$ cat config.mk
export PLATFORM = sky130hd
export DESIGN_NAME = piso_tx
export DESIGN_NICKNAME = d
export VERILOG_FILES = /design/src/rtl/piso_tx_pkg.sv /design/src/rtl/piso_shift.sv /design/src/rtl/piso_tx.sv
export SDC_FILE = /design/constraint.sdc
export NUM_CORES = 1
export LEC_CHECK = 0
export ABC_AREA = 1
export BUFFER_PORTS_ARGS = -buffer_cell sky130_fd_sc_hd__buf_2
export CORE_AREA = 2 2 39 41
export DETAILED_ROUTE_END_ITERATION = 7
export DIE_AREA = 0 0 41 43
export SETUP_SLACK_MARGIN = 0.3
export SYNTH_ARGS = -nofsm -noshare
export SYNTH_HDL_FRONTEND = slang
export SYNTH_HIERARCHICAL = 1
export SYNTH_SLANG_ARGS = --single-unit
$ cat constraint.sdc
create_clock -name clk -period 2.2 [get_ports clk]
set_input_delay 0.22 -clock clk [delete_from_list [all_inputs] [get_ports clk]]
set_output_delay 0.22 -clock clk [all_outputs]
set_load 0.1 [all_outputs]
$ cat src/rtl/piso_tx_pkg.sv
// Shared types and defaults for the piso_tx serialiser.
package piso_tx_pkg;

    typedef enum logic {
        IDLE  = 1'b0,
        SHIFT = 1'b1
    } state_e;

    localparam int unsigned DEFAULT_WIDTH = 5;

endpackage

$ cat src/rtl/piso_shift.sv
// Parallel-load shift register; shifts toward the output end selected by LSB_FIRST.
module piso_shift
    import piso_tx_pkg::*;
#(
    parameter int unsigned WIDTH     = DEFAULT_WIDTH,
    parameter bit          LSB_FIRST = 1'b1
) (
    input  logic             clk,
    input  logic             rst,
    input  logic             ld,
    input  logic             sh,
    input  logic [WIDTH-1:0] d,
    input  logic             fill,
    output logic [WIDTH-1:0] q
);

    logic [WIDTH-1:0] shreg_q;
    logic [WIDTH-1:0] shreg_d;

    // Load wins over shift so a back-to-back reload never sees a stale shift.
    always_comb begin
        shreg_d = shreg_q;
        if (ld) begin
            shreg_d = d;
        end else if (sh) begin
            if (LSB_FIRST) begin
                shreg_d = {fill, shreg_q[WIDTH-1:1]};
            end else begin
                shreg_d = {shreg_q[WIDTH-2:0], fill};
            end
        end
    end

    always_ff @(posedge clk or posedge rst) begin
        if (rst) begin
            shreg_q <= '0;
        end else begin
            shreg_q <= shreg_d;
        end
    end

    assign q = shreg_q;

endmodule

$ cat src/rtl/piso_tx.sv
// Parallel-in serial-out transmitter: handshake, bit counter and framing around piso_shift.
module piso_tx
    import piso_tx_pkg::*;
#(
    parameter int unsigned WIDTH     = DEFAULT_WIDTH,
    parameter bit          LSB_FIRST = 1'b1,
    parameter logic        IDLE_LVL  = 1'b0
) (
    input  logic             clk,
    input  logic             rst,
    input  logic [WIDTH-1:0] din,
    input  logic             load,
    output logic             ready,
    output logic             dout,
    output logic             frame,
    output logic             done,
    output logic [WIDTH-1:0] q
);

    localparam int unsigned CW = (WIDTH > 1) ? $clog2(WIDTH) : 1;
    localparam logic [CW-1:0] CNT_LAST = CW'(WIDTH - 1);

    state_e          state_q, state_d;
    logic [CW-1:0]   cnt_q, cnt_d;
    logic            accept;
    logic            shift_en;
    logic [WIDTH-1:0] sr;

    // cnt counts bits still to follow the one on dout; cnt==0 marks the last bit.
    always_comb begin
        ready    = (state_q == IDLE) || (cnt_q == '0);
        accept   = load && ready;
        shift_en = (state_q == SHIFT) && (cnt_q != '0);
        state_d  = state_q;
        cnt_d    = cnt_q;
        if (accept) begin
            state_d = SHIFT;
            cnt_d   = CNT_LAST;
        end else if (shift_en) begin
            cnt_d = cnt_q - CW'(1);
        end else if (state_q == SHIFT) begin
            state_d = IDLE;
        end
    end

    always_ff @(posedge clk or posedge rst) begin
        if (rst) begin
            state_q <= IDLE;
            cnt_q   <= '0;
        end else begin
            state_q <= state_d;
            cnt_q   <= cnt_d;
        end
    end

    piso_shift #(
        .WIDTH     (WIDTH),
        .LSB_FIRST (LSB_FIRST)
    ) u_shift (
        .clk  (clk),
        .rst  (rst),
        .ld   (accept),
        .sh   (shift_en),
        .d    (din),
        .fill (IDLE_LVL),
        .q    (sr)
    );

    always_comb begin
        frame = (state_q == SHIFT);
        done  = frame && (cnt_q == '0);
        if (!frame) begin
            dout = IDLE_LVL;
        end else if (LSB_FIRST) begin
            dout = sr[0];
        end else begin
            dout = sr[WIDTH-1];
        end
    end

    assign q = sr;

endmodule

== Yosys cells after proc, flatten, opt, wreduce, memory -nomap -nowiden ==
Cells that the tools add are included.
Storage, ports and cells
  output and inout bits: 9
  bits in registers: 9
  word-level logic and storage cells: 20
Operators by class
  multiplexer cells: 7
  equality and inequality tests: 1
  bitwise operators: 1
  reductions and logical operators: 7
  add/subtract/negate cells: 1
Operators with widths (count)
  $mux 5: 2
  $mux 3: 2
  $logic_and 1x1->1: 3
  $logic_not 3->1: 1
  $mux 1: 3
  $reduce_bool 3->1: 1
  $sub 3x1->3 const B: 1
  $ne 2x2->1 const B: 1
  $reduce_bool 2->1: 1
  $logic_or 1x1->1: 1
  $not 1->1: 1

== Logic depth before layout (Yosys ltp) ==
Gate-level depths: netlist (run 1).
  word-level depth: 4
  gate-level depth with buffers: 9
  gate-level depth less buffers: 9

== Modules after synthesis ==
Netlist (run 1), hierarchy kept.
By module, submodules not included
  piso_tx: cells an instance 31, instances 1, sequential area each 100.1 µm², area an instance 246.5 µm²
  piso_shift: cells an instance 28, instances 1, sequential area each 125.1 µm², area an instance 226.5 µm²

== Worst setup path after synthesis (run 1) ==
Ideal clock, no wire load.
  path kind: reg2out
  from: reg state_q, in the netlist frame
  to: out done
  data arrival time: 2387 ps
  cell stages (with the launch flop): 3
  data required time: 1980 ps
  path slack: -407 ps
  cells stage by stage: dfrtp_1 > inv_1 > nor2_1
On the way
  longest elaborated chain between the ends: 1
Ends and longest elaborated chain
  start: declaration: RTL line piso_tx.sv:23  | state_e state_q, state_d;
  start signal: assignment: RTL line piso_tx.sv:51  | state_q <= state_d;
  $logic_and 1x1->1: RTL line piso_tx.sv:71  | done = frame && (cnt_q == '0);
  end: declaration: RTL line piso_tx.sv:16  | output logic done,
No other way between the ends.

== Worst setup path after layout (run 1) ==
  from: reg cnt_q[0]
  to: out ready
On the way
  longest elaborated chain between the ends: 2
Ends and longest elaborated chain
  start: declaration: RTL line piso_tx.sv:24  | logic [CW-1:0] cnt_q, cnt_d;
  start signal: assignment: RTL line piso_tx.sv:52  | cnt_q <= cnt_d;
  $logic_not 3->1: RTL line piso_tx.sv:31  | ready = (state_q == IDLE) || (cnt_q == '0);
  $logic_or 1x1->1: RTL line piso_tx.sv:31
  end: declaration: RTL line piso_tx.sv:13  | output logic ready,
No other way between the ends.

==> results by group, run 1 <==
Final layout
  • Ant. Diodes: 0
  • Area of the multi-input gates: 210 um2
  • Share of layout cells above drive strength 1: between 30% and 40%
  • Final #Nets: around 90
  • Syn-to-layout area delta: 30.7%
  • Fin area: 618 um2
  • # fillers: 150
  • Reg area: about 230 um2
  • Layout Cells excl Fill: between 90 and 100

Placed design
  • Placed inst area: just under 600 um2
  • Placed insts: 91
  • RD Place Congestion: between 0.7 and 0.8
  • Buffers on Ports: 16
  • Hpwl dp: 692 um

Floorplan
  • Die width: around 41 um
  • Die ar.: around 1800 um2
  • Ports: 17
  • Initial Util: about a third
  • Rows: 14
  • Die height: ~43 um
  • Core area: about 1400 um2

Drt
  • DRT Pass-1 Iters: 4
  • DR WL/cell: 8.97 um
  • Routed via count: ~420
  • Vias per cell: roughly 4.3
  • Number of DRC violations after detailed-routing iteration 0: 3
  • # DRC: 0
  • DRT Wirelength: about 860 um
  • Antenna Nets Post-Route: 0

Synth
  • Synth Area in Adders: under 10%
  • Yosys warning count: 6
  • Mean post-synth cell area: about 8.0 um2
  • Net Count, Synth: 69
  • Compound-Gate Fraction of Synth Area: between 2 and 2.5%
  • Synth unique cells: 14
  • Multiplexer share of the synthesized area: 0%
  • Cell Area, Synth: about 470 um2
  • Main combinational cell family by area after synthesis: simple AND/OR/NAND/NOR gates
  • Synth Area in XOR/XNOR: 0%
  • #FFs+latches synth: 9
  • Sequential cell area fraction in the yosys report: approximately 48%
  • Simple-gate share of the synthesized area: ~35%
  • Cell count after synthesis: 59

Global route
  • Largest net degree at the start of global routing: 9
  • First-pass GRT wire length: 1440 um
  • All-Layer GR Usage: between 10% and 20%
  • Gr ovfl total: 0
  • Vias in the first global route: between 300 and 400
  • Initial antenna violation count: 0

Job
  • Max_cap viols: 0

Worst setup path
  • Slowest stage delay, CP: between 400 and 500 ps
  • Worst setup EP type: output pin
  • Worst reg2reg path depth: 9
  • Crit Path Category: reg -> out
  • Setup crit start kind: register
  • Slowest CP cell: buf_2
  • RR Endpoint: u_shift/q[3]
  • Worst Path Required: between 1500 and 2000 ps
  • WP data arrival: approximately 1600 ps
  • Crit-path max FO: 8
  • Worst r2r src: cnt_q[0]
  • Worst-path cell chain: inv_1 -> ha_1 -> nand2_2 -> nand2_4 -> buf_2
  • R2R Setup Slk: approximately 700 ps

STA
  • Max Transition Viols Final: 0
  • Final hold vios: 0
  • Fmax: 564 MHz
  • Setup TNS: 0 ps
  • Final Skew: a little under 5 ps
  • Final worst-path cycle share: between 80% and 90%
  • Setup violators final: 0
  • RSZ-0062 raised after global routing: no
  • Fin crit period: approximately 1800 ps

Clock tree
  • Clock Latency Late Sink: ~250 ps
  • Hold Buf Count CTS: 1
  • Root buffer selected by CTS: clkbuf_4
  • Clock transition at the registers of the reported paths: ~60 ps
  • Clock Path Buffers: 2
  • Resize count post-CTS: 0
  • CTS tree: yes
  • CTS HTree Levels: 1
  • Num CTS Buffers: 3
  • # Post-CTS Setup Buffers: 0
  • Clock sinks: 9

Worst hold path
  • Worst Min Path Start: din[4]
  • Worst Hold Depth: 3
  • Worst min-delay path class: in -> reg
  • Worst Hold End: u_shift/q[4]

Run status
  • Status: completed
[metrics by stage]
| stage | hold WS, ps | setup slack (ps) | util [%] |
|---|---|---|---|
| detailed placement | 119 | 691 | 42.0 |
| floorplan | -14.0 | 335 | - |
| global placement | 120 | 716 | 42.0 |
| finish | 185 | 426 | 44.7 |
| CTS | 176 | 411 | 44.7 |
| global route | 181 | 313 | 44.7 |
[registers in the layout (all words and copies together), names as in the netlist]
name,cells
frame,1
cnt_q,3
u_shift/q,5
[worst max-delay path, delay by kind of cell, from the launching register on]
kind,cells,cell delay (ps)
adder cells (fa/ha/maj),1,180
buffers and inverters,2,510
flip-flops,1,390
AND/OR/NAND/NOR,2,220
[logic make-up after synthesis]
logic type,after synthesis
AO/OA/AOI/OAI,2
adder cells (fa/ha/maj),2
buffers and inverters,12
flip-flops,9
other,1
AND/OR/NAND/NOR,33
[per-layer routing]
metal,up-vias,global-route usage [%],part of all wire (%)
li1,227,-,-
met2,7,16.6,45
met5,-,0,0
met4,0,10.0,1.6
met1,179,15.7,50
met3,2,3.14,2.9
[cells in the mapped netlist]
master	n	area [um2]
nand2_1	13	48.8
nand3_1	13	65.1
inv_1	10	37.5
dfrtp_1	9	225
ha_1	2	25.0
inv_2	2	7.51
nand2_2	2	12.5
o21ai_1	2	10.0
conb_1	1	3.75
nand2_4	1	11.3
nand3_2	1	10.0
nand4_1	1	6.26
nor2_1	1	3.75
nor2_2	1	6.26
[worst max path at each step]
| stage | start | endpoint | slack (ps) | cells after the start |
|---|---|---|---|---|
| 2_1_floorplan | u_shift/q[0] | dout | 340 | 2 |
| 4_1_cts | cnt_q[0] | ready | 410 | 5 |
| 5_1_grt | cnt_q[0] | ready | 310 | 5 |
| 3_3_place_gp | cnt_q[0] | ready | 720 | 5 |
| 3_5_place_dp | cnt_q[0] | ready | 690 | 5 |
| 6_report | cnt_q[0] | ready | 430 | 5 |
[cell usage in the layout (no fill, tap or decap), types with 2 or more instances in the layout]
master and count:
buf_2 16, clkbuf_4 3, dfrtp_1 8, ha_1 2
inv_1 10, inv_2 2, nand2_1 13, nand2_2 2
nand3_1 13, o21ai_1 2
[area by class of cell]
type	count	share of cell area, %
Sequential cell	9	36.6
Multi-Input combinational cell	38	34.0
Timing Repair Buffer	17	14.6
Inverter	12	7.29
Clock buffer	4	4.25
Tap cell	16	3.24
Power of run 1 is not shown: default switching activity piles up to over one toggle a cycle in this logic, so the estimate is an artifact.
==> run 2, diff against run 1 <==
--- a/config.mk
+++ b/config.mk
@@ -5,7 +5,7 @@
 export SDC_FILE = /design/constraint.sdc
 export NUM_CORES = 1
 export LEC_CHECK = 0
-export ABC_AREA = 1
+export ABC_AREA = 0
 export BUFFER_PORTS_ARGS = -buffer_cell sky130_fd_sc_hd__buf_2
 export CORE_AREA = 2 2 39 41
 export DETAILED_ROUTE_END_ITERATION = 7
==> constraint.sdc (replaced) <==
create_clock -name clk -period 1.7 [get_ports clk]
set_input_delay 0.17 -clock clk [delete_from_list [all_inputs] [get_ports clk]]
set_output_delay 0.17 -clock clk [all_outputs]
set_load 0.1 [all_outputs]
==> results by group, run 2 <==
Run status
  • Status: completed

Floorplan
  • Die height: ~43 um
  • Die ar.: between 1500 and 2000 um2
  • Core area: roughly 1400 um2
  • Ports: 17
  • Initial Util: between 30% and 40%
  • Die width: 41 um
  • Rows: 14

Placed design
  • Dpl ws: 311 ps
  • Hpwl dp: 692 um
  • Placed insts: just under 80
  • RD Place Congestion: roughly 0.77
  • Buffers on Ports: 16

Clock tree
  • Clock transition at the registers of the reported paths: around 70 ps
  • CTS tree: yes
  • Num CTS Buffers: 3
  • Root buffer selected by CTS: clkbuf_4
  • Clock Latency Late Sink: roughly 260 ps
  • CTS HTree Levels: 1
  • Clock sinks: 9
  • Clock Path Buffers: 2

Synth
  • #FFs+latches synth: 9
  • Commonest cells in the synthesized netlist: dfrtp_1 (9), mux2i_1 (7), inv_1 (6)
  • Top_reg_cell synth: dfrtp_1
  • Synth unique cells: 17
  • Count leader, synth: dfrtp_1
  • Cell Area, Synth: between 400 and 500 um2
  • Post-synth EDFFs: 0
  • Yosys warning count: 6
  • Share of flip-flops with an asynchronous set or reset: 100%
  • Cell count after synthesis: 48
  • Sequential cell area fraction in the yosys report: a little under half
  • Top post-synthesis cells by area: dfrtp_1 (46%), mux2i_1 (14%), ha_1 (5.1%), o21ai_1 (5.1%), inv_1 (4.6%)
  • Largest area contributor in the netlist: dfrtp_1
  • Mean post-synth cell area: approximately 10 um2
  • Top-area cell type share of the netlist area: approximately 46%
  • Net Count, Synth: 58

Worst setup path
  • Crit Path Category: reg -> out
  • CP Launch Point: cnt_q[0]
  • R2R Setup Slk: 300 ps
  • Crit path capture: ready
  • Worst r2r src: cnt_q[0]
  • Worst Path Required: about 1500 ps
  • RR Endpoint: cnt_q[0]
  • Setup crit start kind: register
  • Worst reg2reg path depth: 8
  • Worst setup EP type: output pin
  • Crit-path max FO: 3
  • WP data arrival: 1360 ps

STA
  • Worst setup margin: around 170 ps
  • Final hold vios: 0
  • Worst hold slack: about 120 ps
  • Final Skew: 4.34 ps
  • Fmax: between 600 and 700 MHz
  • Max Transition Viols Final: 0
  • Final worst-path cycle share: between 90% and 100%
  • Fin crit period: 1530 ps
  • RSZ-0062 raised after global routing: yes
  • Setup violators final: 0

Drt
  • Antenna Nets Post-Route: 0
  • Number of DRC violations after detailed-routing iteration 0: 7
  • # DRC: 0
  • DR WL/cell: between 10 and 15 um
  • DRT Wirelength: roughly 990 um
  • Vias per cell: 4.76
  • Routed via count: 438
  • DRT Pass-1 Iters: 4

Global route
  • Gr ovfl total: 0
  • Initial antenna violation count: 0
  • First-pass GRT wire length: ~1800 um
  • Vias in the first global route: about 400
  • Largest net degree at the start of global routing: 11
  • All-Layer GR Usage: between 10% and 20%

Final layout
  • Max FFs per register: 5
  • Commonest non-fill, non-tap cell in the layout: buf_2
  • Commonest non-fill, non-tap cells in the layout: buf_2 (13), buf_4 (9), dfrtp_1 (8)
  • Layout Cells excl Fill: 92
  • # fillers: between 100 and 150
  • Syn-to-layout area delta: 51.8%
  • Ant. Diodes: 0
  • Final #Nets: between 80 and 90
  • Share of layout cells above drive strength 1: 50.0%

Job
  • Max_cap viols: 0

Worst hold path
  • Worst min-delay path class: in -> reg
## run 2: per-stage QoR
step	setup TNS, ps	area (um2)	util [%]
after floorplan	-1000	519	-
after global placement	0	641	46.3
after detailed placement	0	641	46.3
after CTS	0	721	52.1
after global routing	0	744	53.8
final	0	744	53.8
## run 2: timing repair
action                                 CTS  global route
setup endpoints to repair                4             7
hold buffers                             1             0
pin swaps                                3             0
endpoints found under the hold margin    9             0
gates resized for setup                  2             1
setup buffers                            5             3
## run 2: worst max-delay path, cell delays in order, from the launching register on
cell and delay (ps):
dfrtp_1 400, inv_2 90, ha_4 150, inv_4 50, o21ai_4 130, buf_6 120
buf_12 160
## run 2: worst min-delay path by stage
stage / start / to / depth (start not counted)
final: din[3] / u_shift/q[3] / 3
after global routing: din[3] / u_shift/q[3] / 3
after CTS: din[3] / u_shift/q[3] / 3
after detailed placement: rst / cnt_q[0] / 2
after global placement: rst / cnt_q[0] / 2
after floorplan: rst / cnt_q[0] / 1
## run 2: layout make-up
| type | instances | area, um2 | share of cell area, % |
|---|---|---|---|
| Multi-Input combinational cell | 31 | 253 | 33.9 |
| Inverter | 6 | 25.0 | 3.36 |
| Clock buffer | 4 | 26.3 | 3.53 |
| Sequential cell | 9 | 226 | 30.4 |
| Tap cell | 16 | 20.0 | 2.69 |
| Timing Repair Buffer | 26 | 194 | 26.1 |
## run 2: layer usage
layer	global-route usage (%)	share of wire, %	vias to the layer above
met4	14.0	1.1	0
met2	20.9	52	13
met1	20.5	43	212
met3	1.57	3.6	2
met5	0	0	-
li1	-	-	211
## run 2: cells by family (layout without fill, tap and decap cells)
| kind of cell | after synthesis | after routing | share of synthesized area, % |
|---|---|---|---|
| AO/OA/AOI/OAI | 9 | 9 | 13.3 |
| other | 1 | 1 | 0.765 |
| multiplexers | 7 | 7 | 14.3 |
| flip-flops | 9 | 9 | 45.9 |
| adder cells (fa/ha/maj) | 2 | 2 | 5.10 |
| buffers and inverters | 8 | 36 | 7.91 |
| AND/OR/NAND/NOR | 12 | 12 | 12.8 |
Power of run 2 is left out for the same reason.
